**config.mk**
```make
export PLATFORM = sky130hd
export DESIGN_NAME = icache_axi_rd_bridge
export DESIGN_NICKNAME = d
export VERILOG_FILES = /design/src/rtl/icache_axi_rd_bridge.sv
export SDC_FILE = /design/constraint.sdc
export NUM_CORES = 1
export LEC_CHECK = 0
export ABC_AREA = 1
export BUFFER_PORTS_ARGS = -buffer_cell sky130_fd_sc_hd__buf_2
export CAP_MARGIN = 20
export CORE_AREA = 2 2 147 113
export CTS_CLUSTER_SIZE = 20
export DETAILED_ROUTE_END_ITERATION = 16
export DIE_AREA = 0 0 149 115
export PLACE_DENSITY = 0.78
export SLEW_MARGIN = 40
export SYNTH_ARGS = -nofsm -noshare
export SYNTH_HDL_FRONTEND = slang
export SYNTH_SLANG_ARGS = --single-unit
```
**constraint.sdc**
```tcl
create_clock -name clk_g -period 2.56 [get_ports clk_g]
set_clock_uncertainty 0.1 [all_clocks]
set_input_delay 0.384 -clock clk_g [delete_from_list [all_inputs] [get_ports clk_g]]
set_output_delay 0.384 -clock clk_g [all_outputs]
set_load 0.1 [all_outputs]
```
**src/rtl/icache_axi_rd_bridge.sv**
```systemverilog
// Instruction-cache refill / uncached-read responder: turns one icache request
// into a single AXI4 read (4-beat INCR line or single-beat word) and returns it.
module icache_axi_rd_bridge #(
  parameter int unsigned LINE_WORD_NUM = 4,
  parameter int unsigned DATA_WIDTH    = 32,
  parameter logic [3:0]  AXI_ID        = 4'd0
) (
  input  logic                                clk_g,
  input  logic                                rst,
  input  logic                                rd_req,
  input  logic                                rd_uncache,
  input  logic [31:0]                         rd_addr,
  output logic                                rd_rdy,
  output logic                                ret_valid,
  output logic [LINE_WORD_NUM*DATA_WIDTH-1:0] ret_data,
  output logic                                ret_err,
  output logic [3:0]                          arid,
  output logic [31:0]                         araddr,
  output logic [7:0]                          arlen,
  output logic [2:0]                          arsize,
  output logic [1:0]                          arburst,
  output logic                                arvalid,
  input  logic                                arready,
  input  logic [3:0]                          rid,
  input  logic [DATA_WIDTH-1:0]               rdata,
  input  logic [1:0]                          rresp,
  input  logic                                rlast,
  input  logic                                rvalid,
  output logic                                rready
);

  localparam int unsigned CW = (LINE_WORD_NUM > 1) ? $clog2(LINE_WORD_NUM) : 1;
  localparam int unsigned LW = LINE_WORD_NUM * DATA_WIDTH;

  localparam logic [1:0] S_IDLE = 2'd0;
  localparam logic [1:0] S_AR   = 2'd1;
  localparam logic [1:0] S_R    = 2'd2;
  localparam logic [1:0] S_RET  = 2'd3;

  logic [1:0]    state_q, state_d;
  logic [31:0]   addr_q, addr_d;
  logic          is_unc_q, is_unc_d;
  logic [CW-1:0] cnt_q, cnt_d;
  logic          err_q, err_d;
  logic [LW-1:0] data_q, data_d;

  logic [CW-1:0] last_idx;
  logic          beat_last;

  // Uncached reads are single-beat, so their final beat index is always 0.
  always_comb begin
    last_idx  = is_unc_q ? '0 : CW'(LINE_WORD_NUM - 1);
    beat_last = (cnt_q == last_idx);
  end

  always_comb begin
    state_d  = state_q;
    addr_d   = addr_q;
    is_unc_d = is_unc_q;
    cnt_d    = cnt_q;
    err_d    = err_q;
    data_d   = data_q;
    case (state_q)
      S_IDLE: begin
        if (rd_req || rd_uncache) begin
          addr_d   = rd_addr;
          is_unc_d = rd_uncache;
          cnt_d    = '0;
          err_d    = 1'b0;
          state_d  = S_AR;
        end
      end
      S_AR: begin
        if (arready) state_d = S_R;
      end
      S_R: begin
        if (rvalid) begin
          if (is_unc_q) begin
            data_d                     = '0;
            data_d[LW-1 -: DATA_WIDTH] = rdata;
          end else begin
            for (int unsigned w = 0; w < LINE_WORD_NUM; w++) begin
              if (cnt_q == CW'(w)) data_d[w*DATA_WIDTH +: DATA_WIDTH] = rdata;
            end
          end
          cnt_d = (cnt_q == CW'(LINE_WORD_NUM - 1)) ? '0 : cnt_q + 1'b1;
          err_d = err_q | (rresp != 2'b00) | (rid != AXI_ID) | (rlast != beat_last);
          // Completion follows the beat count, never RLAST; a bad RLAST only flags an error.
          if (beat_last) state_d = S_RET;
        end
      end
      default: state_d = S_IDLE;
    endcase
  end

  always_ff @(posedge clk_g) begin
    if (rst) begin
      state_q  <= S_IDLE;
      addr_q   <= '0;
      is_unc_q <= 1'b0;
      cnt_q    <= '0;
      err_q    <= 1'b0;
      data_q   <= '0;
    end else begin
      state_q  <= state_d;
      addr_q   <= addr_d;
      is_unc_q <= is_unc_d;
      cnt_q    <= cnt_d;
      err_q    <= err_d;
      data_q   <= data_d;
    end
  end

  always_comb begin
    rd_rdy    = (state_q == S_IDLE);
    arvalid   = (state_q == S_AR);
    rready    = (state_q == S_R);
    ret_valid = (state_q == S_RET);
    ret_err   = (state_q == S_RET) & err_q;
    ret_data  = data_q;
    arid      = AXI_ID;
    araddr    = addr_q;
    arlen     = is_unc_q ? 8'd0 : 8'(LINE_WORD_NUM - 1);
    arsize    = 3'b010;
    arburst   = 2'b01;
  end

endmodule

```
# [Yosys cells after proc, flatten, opt, wreduce, memory -nomap -nowiden]
# Index checks and enable logic that the tools add are counted.
[op_classes] n_eq_ne=12 bitwise=4 addsub=1 muxes=19 reduce_logical=17
[ops] cell="two-way mux 128 bit" n=1
[ops] cell="two-way mux 32 bit" n=4
[ops] cell="two-way mux 2 bit" n=9
[ops] cell="AND reduction 3 bit" n=5
[ops] cell="nonzero test 2 bit" n=6
[ops] cell="== test 2 bit (second input constant)" n=4
[ops] cell="inequality test 2 x 1 -> 1 bit (second input constant)" n=3
[ops] cell="one-hot mux 2 bit (3 select lines)" n=1
[ops] cell="== test 2 x 1 -> 1 bit (second input constant)" n=2
[ops] cell="logical NOT 2 bit" n=2
[ops] cell="one-hot mux 2 bit (2 select lines)" n=1
[ops] cell="AND reduction 4 bit" n=1
[ops] cell="nonzero test 4 bit" n=1
[ops] cell="bitwise OR 1 bit" n=3
[ops] cell="adder 2 x 1 -> 2 bit (second input constant)" n=1
[ops] cell="== test 2 bit" n=1
[ops] cell="two-way mux 1 bit" n=2
[ops] cell="inequality test 2 bit (second input constant)" n=1
[ops] cell="one-hot mux 1 bit (2 select lines)" n=1
[ops] cell="AND reduction 2 bit" n=1
[ops] cell="AND 1 bit" n=1
[ops] cell="logical OR 1 bit" n=1
[ops] cell="inequality test 1 bit" n=1
[word_totals] word_cells=62 in_bits=77 reg_bits=166 out_inout_bits=182

# [Depth between registers and ports, before layout]
[logic_depth] depth_word=6 depth_mapped=10 ltp_nobuf=9

# [Least setup slack after synthesis]
# No wires, ideal clock.
[synth_timing] kind="reg-to-output" startpoint="register state_q[0]" endpoint="output ret_err" t_arrival_ns=1.922 n_path_buf=0 stages_incl_launch_ff=4 setup_slack_ns=0.154 required_ns=2.076 path_cell_list="dfxtp_1 > ha_1 > nand2_1 > inv_1"
[synth_via] elab_chain_len=2
[synth_rtl] element="start: declaration" line_no="40" text="logic [1:0] state_q, state_d;"
[synth_rtl] element="start signal: assignment" line_no="105" text="state_q <= state_d;"
[synth_rtl] element="== test 2 bit"
[synth_rtl] element="named net ret_valid" line_no="14" text="output logic ret_valid,"
[synth_rtl] element="AND 1 bit" line_no="119" text="ret_err = (state_q == S_RET) & err_q;"
[synth_rtl] element="end: declaration" line_no="16" text="output logic ret_err,"
# The timed path passes the listed nets, and every way through them passes these cells.

# [Worst setup path after layout]
[layout_timing] startpoint="register state_q[0]" endpoint="register data_q[123], in the netlist ret_data[123]"
[layout_via] elab_chain_len=2
[layout_rtl] element="== test 2 bit" line_no="63" text="case (state_q)"
[layout_rtl] element="AND reduction 3 bit (no source line)"
[layout_rtl] element="end signal: assignment" line_no="110" text="data_q <= data_d;"
[layout_rtl] element="end: declaration" line_no="45" text="logic [LW-1:0] data_q, data_d;"
# Every way passes these cells.
# A chain may end at the register's enable or synchronous reset.

==> results by group <==
Floorplan
  • Die area: 17100 um^2
  • Die X: 149 um
  • I/O pins: between 200 and 300
  • Cell Rows: 40
  • Die height: 115 um
  • Core footprint: 15700 um^2
  • Initial core utilization: 39.4%

STA
  • Worst slew margin: 57.4%
  • Hold violation count in the final report: 0
  • Count of final setup violators: 0
  • Final period util: 87.7%
  • Worst slew pin tran: about 640 ps
  • Fin Setup TNS: 0 ps
  • RSZ-0062 raised after global routing: false
  • Min cycle time layout: 2250 ps
  • Fmax: 0.445 GHz
  • Final Max Slew Viols: 0

Synthesis
  • Synth unique cells: 25
  • Post-synthesis async set-or-reset flop share: 0%
  • Ys flop type: dfxtp_1
  • Post-Synthesis Cell Area: 6190 um^2
  • Post-Syn Instances: 778
  • Sequential share of the synthesized area: ~54%
  • Post-synth EDFFs: 0
  • Syn Area/Cell: 7.95 um^2
  • Syn. warnings: 0
  • #FFs+latches synth: 166

Cells and area
  • Fraction of final layout cells sized beyond drive strength 1: between 20 and 30%
  • Antenna cells: 0
  • Leading cell type in the layout, fill and taps excluded: buf_2
  • Area Growth Syn to Fin: 29.8%
  • Most frequent cells in the layout: buf_2, nor2_1, dfxtp_1
  • Final #Nets: 1079

Worst setup path
  • Worst Path Arrival: 2430 ps
  • Crit Path Class: reg -> reg
  • Critical path launch point type: register
  • CP Launch Point: state_q[0]$_SDFFE_PP0P_
  • Setup slack, reg-to-reg: about 310 ps
  • Crit path to: ret_data[123]$_SDFFE_PP0P_
  • FF-to-FF path depth: 8
  • RR Endpoint: ret_data[123]$_SDFFE_PP0P_
  • Crit end category: register
  • CP Data Required Time: 2740 ps
  • Worst-path maximum fanout: 47
  • Reg2reg start: state_q[0]$_SDFFE_PP0P_

Clock tree
  • Worst-path clk slew: 70 ps
  • Post-CTS sizing: 0
  • Num Clock Sinks: approximately 170
  • Htree depth: 4
  • Setup Fix Bufs, Post-CTS: 0
  • Cts hold-fix bufs: 0
  • Root Driver: clkbuf_16
  • CTS Buffer Depth: 2
  • CTS tree: built
  • CTS Buf Count: 17
  • Worst-skew pair later-pin latency: about 420 ps

Global routing
  • Initial antenna violation count: 0
  • Global-route wire length before repair: between 20000 and 30000 um
  • Gr ovfl total: 0
  • GRT Resource Usage Total: 20.2%
  • Largest net degree at the start of global routing: 84
  • Vias in the first global route: 5335

Job
  • Max-cap check violation count: 0

Pwr
  • LEAKAGE: approximately 4 nW
  • Peak VDD IR: 0.749 mV
  • Power Density: 1360 nW/um^2
  • Pwr Total: 10.9 mW

Worst hold path
  • Worst hold path class: in -> reg
  • HP Start: rd_addr[23]

Placed design
  • Port Buffers: 243
  • GPL Wtd Cong: 0.789
  • Post-DP HPWL: 12300 um

Drt
  • Via count: just under 6000
  • Pre-Repair DR Iteration Count: 5
  • Routed vias/inst: 4.81
  • Initial DRC Count: 219
  • Final antenna-violating net count: 0
  • DR WL/cell: 14.6 um
  • Final WL: 17800 um
  • Residual DRC: 0

Run status
  • Status: completed
[Yosys cell counts (4+ instances only)]
cell type	number	area, um^2
nor2_1	209	785
inv_1	27	101
ha_1	9	113
clkbuf_1	19	71.3
nand3_1	5	25.0
buf_6	4	45.0
o21ai_0	157	786
buf_4	21	158
dfxtp_1	166	3320
nand2_1	41	154
inv_2	7	26.3
a21oi_1	73	365
buf_2	21	105
[sequential cells by signal, summed over array words and instances (netlist names)]
| register | count |
|---|---|
| ret_data | 128 |
| araddr | 32 |
| cnt_q | 2 |
| state_q | 2 |
| err_q | 1 |
| is_unc_q | 1 |
[final cells by class]
cell class	instances	area [um^2]
sequential	166	3320
fill	1515	7680
clock buffer	17	425
tap	210	263
multi-input combinational	523	2400
inverter	34	130
timing repair buffer	251	1330
clock inverter	15	169
[critical path, stage by stage (launching register included)]
cell and delay [ps]:
dfxtp_1 400, inv_1 90, ha_1 270, nand2_4 150
inv_2 50, o21ai_2 70, clkinv_2 520, o21ai_0 370
a21oi_1 70
[metal layers]
layer  global-route usage, %  vias to the layer above  part of all wire [%]
li1                        -                     2941                     -
met1                    24.0                     2684                    43
met2                    33.6                      204                    46
met3                    8.53                       19                   9.4
met4                    6.29                        0                   1.4
met5                       0                        -                     0
[worst min-delay path by stage]
stage / to / slack (ps) / cells past startpoint
finish: araddr[23]$_SDFFE_PP0P_ / 120 / 3
global placement: ret_data[23]$_SDFFE_PP0P_ / 350 / 2
global route: araddr[21]$_SDFFE_PP0P_ / 110 / 3
detailed placement: ret_data[99]$_SDFFE_PP0P_ / 360 / 2
floorplan: err_q$_SDFFE_PP0P_ / 360 / 2
CTS: araddr[18]$_SDFFE_PP0P_ / 90 / 3
[where the power goes]
group	leakage [nW]	internal, mW	total (mW)	switching [mW]
sequential	1.35	3.01	3.23	0.216
combinational	2.45	0.726	5.14	4.41
clock	0.288	1.46	2.56	1.10
total	4.09	5.20	10.9	5.73
[stage by stage]
| step | hold slack, ps | util (%) | instance area (um^2) | std cells | worst slack (ps) |
|---|---|---|---|---|---|
| floorplan | 359 | - | 6240 | 791 | 154 |
| global placement | 350 | 47.3 | 7440 | 1184 | 555 |
| detailed placement | 365 | 47.3 | 7440 | 1184 | 466 |
| CTS | 94.4 | 51.1 | 8030 | 1216 | 433 |
| global route | 106 | 51.1 | 8030 | 1216 | 19.4 |
| finish | 115 | 51.1 | 8030 | 1216 | 314 |
[kinds of logic after synthesis]
group / synth area share, %
AOI/OAI and AO/OA: 19.2
and+or+nand+nor: 16.7
adders and majority gates: 1.82
DFF: 53.7
other: 0.121
buffers and inverters: 8.43
No activity file was read; power rests on OpenSTA's default activity.
